==> src/rtl/receiver_controller.sv <==
// receiver_controller: 16x-oversampled 8N1 UART receiver with valid/ack handshake and error flags (RX_PARITY_EN adds even parity)
module receiver_controller #(
  parameter int TICK_DIV0 = 651,
  parameter int TICK_DIV1 = 326,
  parameter int TICK_DIV2 = 54,
  parameter int TICK_DIV3 = 4
) (
  input  logic       clk_in,
  input  logic       reset,
  input  logic [1:0] S,
  input  logic       ser_in,
  input  logic       rd_ack,
  output logic [7:0] data_out,
  output logic       data_valid,
  output logic       frame_err,
  output logic       overrun,
`ifdef RX_PARITY_EN
  output logic       parity_err,
`endif
  output logic       busy
);
`ifdef RX_PARITY_EN
  typedef enum logic [2:0] {IDLE, START, DATA, PARITY, STOP, BREAK} state_t;
`else
  typedef enum logic [2:0] {IDLE, START, DATA, STOP, BREAK} state_t;
`endif
  state_t state;
  logic [1:0] sync;
  logic [9:0] div, cnt, sel_div;
  logic [3:0] sub;
  logic [2:0] bit_idx;
  logic [7:0] shift;
  logic rx, tick;
  assign rx = sync[1];
  assign tick = cnt == div - 10'd1;
  assign busy = state != IDLE;
  always_comb
    sel_div = S == 2'b00 ? 10'(TICK_DIV0) :
              S == 2'b01 ? 10'(TICK_DIV1) :
              S == 2'b10 ? 10'(TICK_DIV2) : 10'(TICK_DIV3);
  always_ff @(posedge clk_in) begin
    if (reset) begin
      state <= IDLE;
      sync <= 2'b11;
      div <= '0;
      cnt <= '0;
      sub <= '0;
      bit_idx <= '0;
      shift <= '0;
      data_out <= '0;
      data_valid <= 1'b0;
      frame_err <= 1'b0;
      overrun <= 1'b0;
`ifdef RX_PARITY_EN
      parity_err <= 1'b0;
`endif
    end else begin
      sync <= {sync[0], ser_in};
      cnt <= (state == IDLE || tick) ? '0 : cnt + 10'd1;
      // clears first so that any flag set later in this cycle wins
      if (rd_ack) begin
        data_valid <= 1'b0;
        frame_err <= 1'b0;
        overrun <= 1'b0;
`ifdef RX_PARITY_EN
        parity_err <= 1'b0;
`endif
      end
      case (state)
        IDLE:
          if (!rx) begin
            state <= START;
            div <= sel_div;
            sub <= '0;
          end
        START:
          if (tick) begin
            sub <= sub + 4'd1;
            if (sub == 4'd7) begin
              state <= rx ? IDLE : DATA;
              sub <= '0;
              bit_idx <= '0;
            end
          end
        DATA:
          if (tick) begin
            sub <= sub + 4'd1;
            if (sub == 4'd15) begin
              shift <= {rx, shift[7:1]};
              bit_idx <= bit_idx + 3'd1;
`ifdef RX_PARITY_EN
              if (bit_idx == 3'd7) state <= PARITY;
`else
              if (bit_idx == 3'd7) state <= STOP;
`endif
            end
          end
`ifdef RX_PARITY_EN
        PARITY:
          if (tick) begin
            sub <= sub + 4'd1;
            if (sub == 4'd15) begin
              if (rx != ^shift) parity_err <= 1'b1;
              state <= STOP;
            end
          end
`endif
        STOP:
          if (tick) begin
            sub <= sub + 4'd1;
            if (sub == 4'd15) begin
              if (rx) begin
                data_out <= shift;
                data_valid <= 1'b1;
                if (data_valid && !rd_ack) overrun <= 1'b1;
                state <= IDLE;
              end else begin
                frame_err <= 1'b1;
                state <= BREAK;
              end
            end
          end
        BREAK:
          if (rx) state <= IDLE;
        default:
          state <= IDLE;
      endcase
    end
  end
endmodule
==> config.mk <==
export PLATFORM = sky130hd
export DESIGN_NAME = receiver_controller
export DESIGN_NICKNAME = d
export VERILOG_FILES = /design/src/rtl/receiver_controller.sv
export SDC_FILE = /design/constraint.sdc
export NUM_CORES = 1
export LEC_CHECK = 0
export CELL_PAD_IN_SITES_DETAIL_PLACEMENT = 2
export CELL_PAD_IN_SITES_GLOBAL_PLACEMENT = 2
export CORE_ASPECT_RATIO = 1.1
export CORE_UTILIZATION = 40
export CTS_BUF_LIST = sky130_fd_sc_hd__clkbuf_4 sky130_fd_sc_hd__clkbuf_8
export DETAILED_ROUTE_END_ITERATION = 8
export MAX_ROUTING_LAYER = met4
export PLACE_DENSITY = 0.86
export RECOVER_POWER = 25
export SLEW_MARGIN = 20
export SYNTH_ARGS = -nofsm -noshare
export SYNTH_HDL_FRONTEND = slang
export SYNTH_SLANG_ARGS = --single-unit
==> constraint.sdc <==
create_clock -name clk_in -period 4.3 [get_ports clk_in]
set_clock_uncertainty 0.15 [all_clocks]
set_input_delay 0.645 -clock clk_in [delete_from_list [all_inputs] [get_ports clk_in]]
set_output_delay 0.645 -clock clk_in [all_outputs]
set_load 0.005 [all_outputs]
==> results by group <==
Status
  • Status: completed

GRT
  • GRT Total Usage: between 20% and 30%
  • Initial antenna violation count: 0
  • Largest net degree at the start of global routing: 28
  • Vias in the first global route: 2028
  • Total global routing overflow: 0
  • First-pass GRT wire length: 9708 um

STA
  • RSZ-0062 raised after global routing: false
  • Count of final setup violators: 0
  • Highest Clock Rate: 307.2 MHz
  • Tcrit/Tclk final: 75.69%
  • Tightest Pin Transition: 0.8668 ns
  • Slew Viols, Final: 0
  • Worst relative slew slack: 42.02%
  • Final Hold Fails: 0
  • Min cycle time layout: 3.255 ns
  • Setup total negative slack: 0 ns

Clock network
  • Clock latency at the later pin of the worst-skew pair: 0.31 ns
  • CTS Sinks: 46
  • H-tree levels: 2
  • Max clock buf depth: 2
  • CTS Hold Bufs: 0
  • Post-cts sizing count: 0
  • Clock-pin slew on the worst setup and hold paths: 0.09 ns
  • Num CTS Buffers: 5
  • TritonCTS clock tree: yes
  • Setup Buffers After CTS: 0
  • Root buffer cell: clkbuf_8

Layout
  • FF+latch area: 920.9 sq um
  • Area of the multi-input gates: between 1000 and 1500 sq um
  • Layout area overhead: 13.75%
  • Design Area, Final: ~2600 sq um
  • Ant. Diodes: 0
  • Final cell count without fillers: between 300 and 400
  • Post-layout util: 47.47%
  • Fillcell total: 589
  • Share of cells above drive strength 1: 7.985%
  • # nets final: 273

Placement
  • DP HPWL: 4266 um
  • GPL Wtd Cong: around 0.72
  • Dpl cells: between 300 and 400
  • Placed cell areas: 2489 sq um
  • Port Buffers: 17

Detailed routing
  • Post-DRT Antenna Nets: 0
  • Via count: 1829
  • Final wirelength: 5844 um
  • DR vias/cell: 5.411
  • Drt drc: 0
  • Initial DRC count: 45
  • WL per Instance: 17.29 um
  • Pre-antenna DRT Iters: 4

Worst hold path
  • Worst hold path class: flop to flop

Logic synthesis
  • Synth area leader: dfxtp_1
  • Top cell type's share of synthesized area: 40.64%
  • Ys async rst share: 0%
  • Synth Instances: roughly 250
  • Syn nets: between 200 and 300
  • Post-Syn Area: 2266 sq um
  • Synth top cells by count: dfxtp_1, nor2_1, mux2i_1
  • Post-synth EDFFs: 0
  • Synth top area cells: dfxtp_1, mux2i_1, nor2_1, nand2b_1, xnor2_1
  • YS warnings: 0
  • Avg Inst Size Synth: 9.100 sq um
  • Most frequent cell after synthesis: dfxtp_1
  • Dominant synthesized flop cell: dfxtp_1
  • Yosys reg bits: 46
  • Sequential fraction of the synthesis area: about two fifths
  • Unique masters post-synth: 47

Power and ir drop
  • Leak: between 0.9 and 1 nW
  • Peak VDD IR: 0.2108 mV
  • PD cells: 306.4 nW/um^2
  • Total design power: 789.6 uW

Die
  • Core Area: between 5000 and 6000 sq um
  • Die area: 5970 sq um
  • Effective utilization at floorplan: 41.73%
  • Die extent in x: ~74 um
  • Ports: 18
  • DIE HEIGHT: 80.94 um
  • Standard-cell rows: 28

Worst setup path
  • Setup CP Type: flop to flop
  • Crit path launch type: flop
  • Nature of the critical path endpoint: flop
  • Critical Path RT: 4.37 ns
  • Worst Path Arrival: ~3.3 ns
  • Maximum fanout along the worst path: 10

Run
  • Max Cap Violations: 0
==> power by group <==
part	internal [mW]	switching (mW)	total, mW	leakage [nW]
clock network	0.117	0.165	0.282	0.0408
logic	0.0303	0.0371	0.0674	0.507
registers	0.431	0.00996	0.441	0.372
total	0.577	0.212	0.790	0.919
==> cells in the final DEF, fill, tap and decap left out, drive strengths merged, types with 2 or more instances in the layout <==
cell type | netlist | layout
o21a | 2 | 2
nor2b | 5 | 5
dlygate4sd3 | 0 | 12
nand2b | 16 | 16
xor2 | 7 | 7
nand3b | 2 | 2
nor3 | 11 | 11
dfxtp | 46 | 46
o21ai | 7 | 7
o22ai | 2 | 2
mux2i | 18 | 18
clkinvlp | 0 | 2
or3 | 4 | 4
clkbuf | 9 | 6
nor2 | 29 | 29
nand3 | 6 | 6
nor4b | 2 | 2
nand2 | 12 | 12
a21oi | 10 | 10
or2 | 5 | 5
inv | 8 | 9
o31ai | 2 | 2
xnor2 | 10 | 10
o41ai | 3 | 3
nor4 | 5 | 5
and3 | 3 | 3
a221oi | 4 | 4
clkdlybuf4s50 | 0 | 5
ha | 5 | 5
o211ai | 2 | 2
==> registers in the layout, indices dropped and copies added (netlist names), 2 cells and up <==
| register | count |
|---|---|
| bit_idx | 3 |
| cnt | 10 |
| data_out | 8 |
| div | 5 |
| shift | 8 |
| state | 3 |
| sub | 4 |
| sync | 2 |
==> final timing paths <==
kind            from  cells after the start  endpoint  slack, ns
max reg2reg   div[7]                      8  shift[0]       1.05
max           div[7]                      8  shift[0]       1.05
min          sync[0]                      1   sync[1]       0.29
min reg2reg  sync[0]                      1   sync[1]       0.29
==> cell type report <==
class	instances	share of cell area, %
clock buffer	5	2.670
tap	75	3.641
sequential	46	35.73
timing repair buffer	19	7.039
clock inverter	3	0.9223
inverter	8	1.165
multi-input combinational	182	48.84
==> per-stage QoR <==
step | hold slack (ns) | setup WS (ns)
floorplan | 0.2395 | 1.565
global placement | 0.2486 | 1.255
detailed placement | 0.2556 | 1.012
CTS | 0.2830 | 0.9880
global route | 0.3019 | 0.7749
finish | 0.2891 | 1.045
==> critical path, stage by stage, from the launching register on <==
cell and delay (ns):
dfxtp_1 0.56, inv_1 0.10, ha_1 0.25, xnor2_1 0.22, a21boi_0 0.23, o2111ai_1 0.21
or3_1 0.61, nor3_4 0.54, mux2i_1 0.30
==> cell families after synthesis <==
kind of cell | after synthesis | synth area share (%)
AOI/OAI and AO/OA | 39 | 12.20
xor gates and xnor gates | 17 | 6.571
adders and majority gates | 5 | 2.761
buffers and inverters | 21 | 4.086
DFF | 46 | 40.64
muxes | 19 | 8.448
and+or+nand+nor | 102 | 25.29
==> metal layers <==
| layer | track usage [%] | vias to the layer above | wire length [um] |
|---|---|---|---|
| met2 | 41.47 | 18 | 3218 |
| met4 | 7.308 | 0 | 97 |
| met3 | 4.591 | 10 | 110 |
| met5 | - | - | 0 |
| met1 | 22.40 | 907 | 2418 |
| li1 | - | 894 | - |
Power figures use the tool's default switching activity.
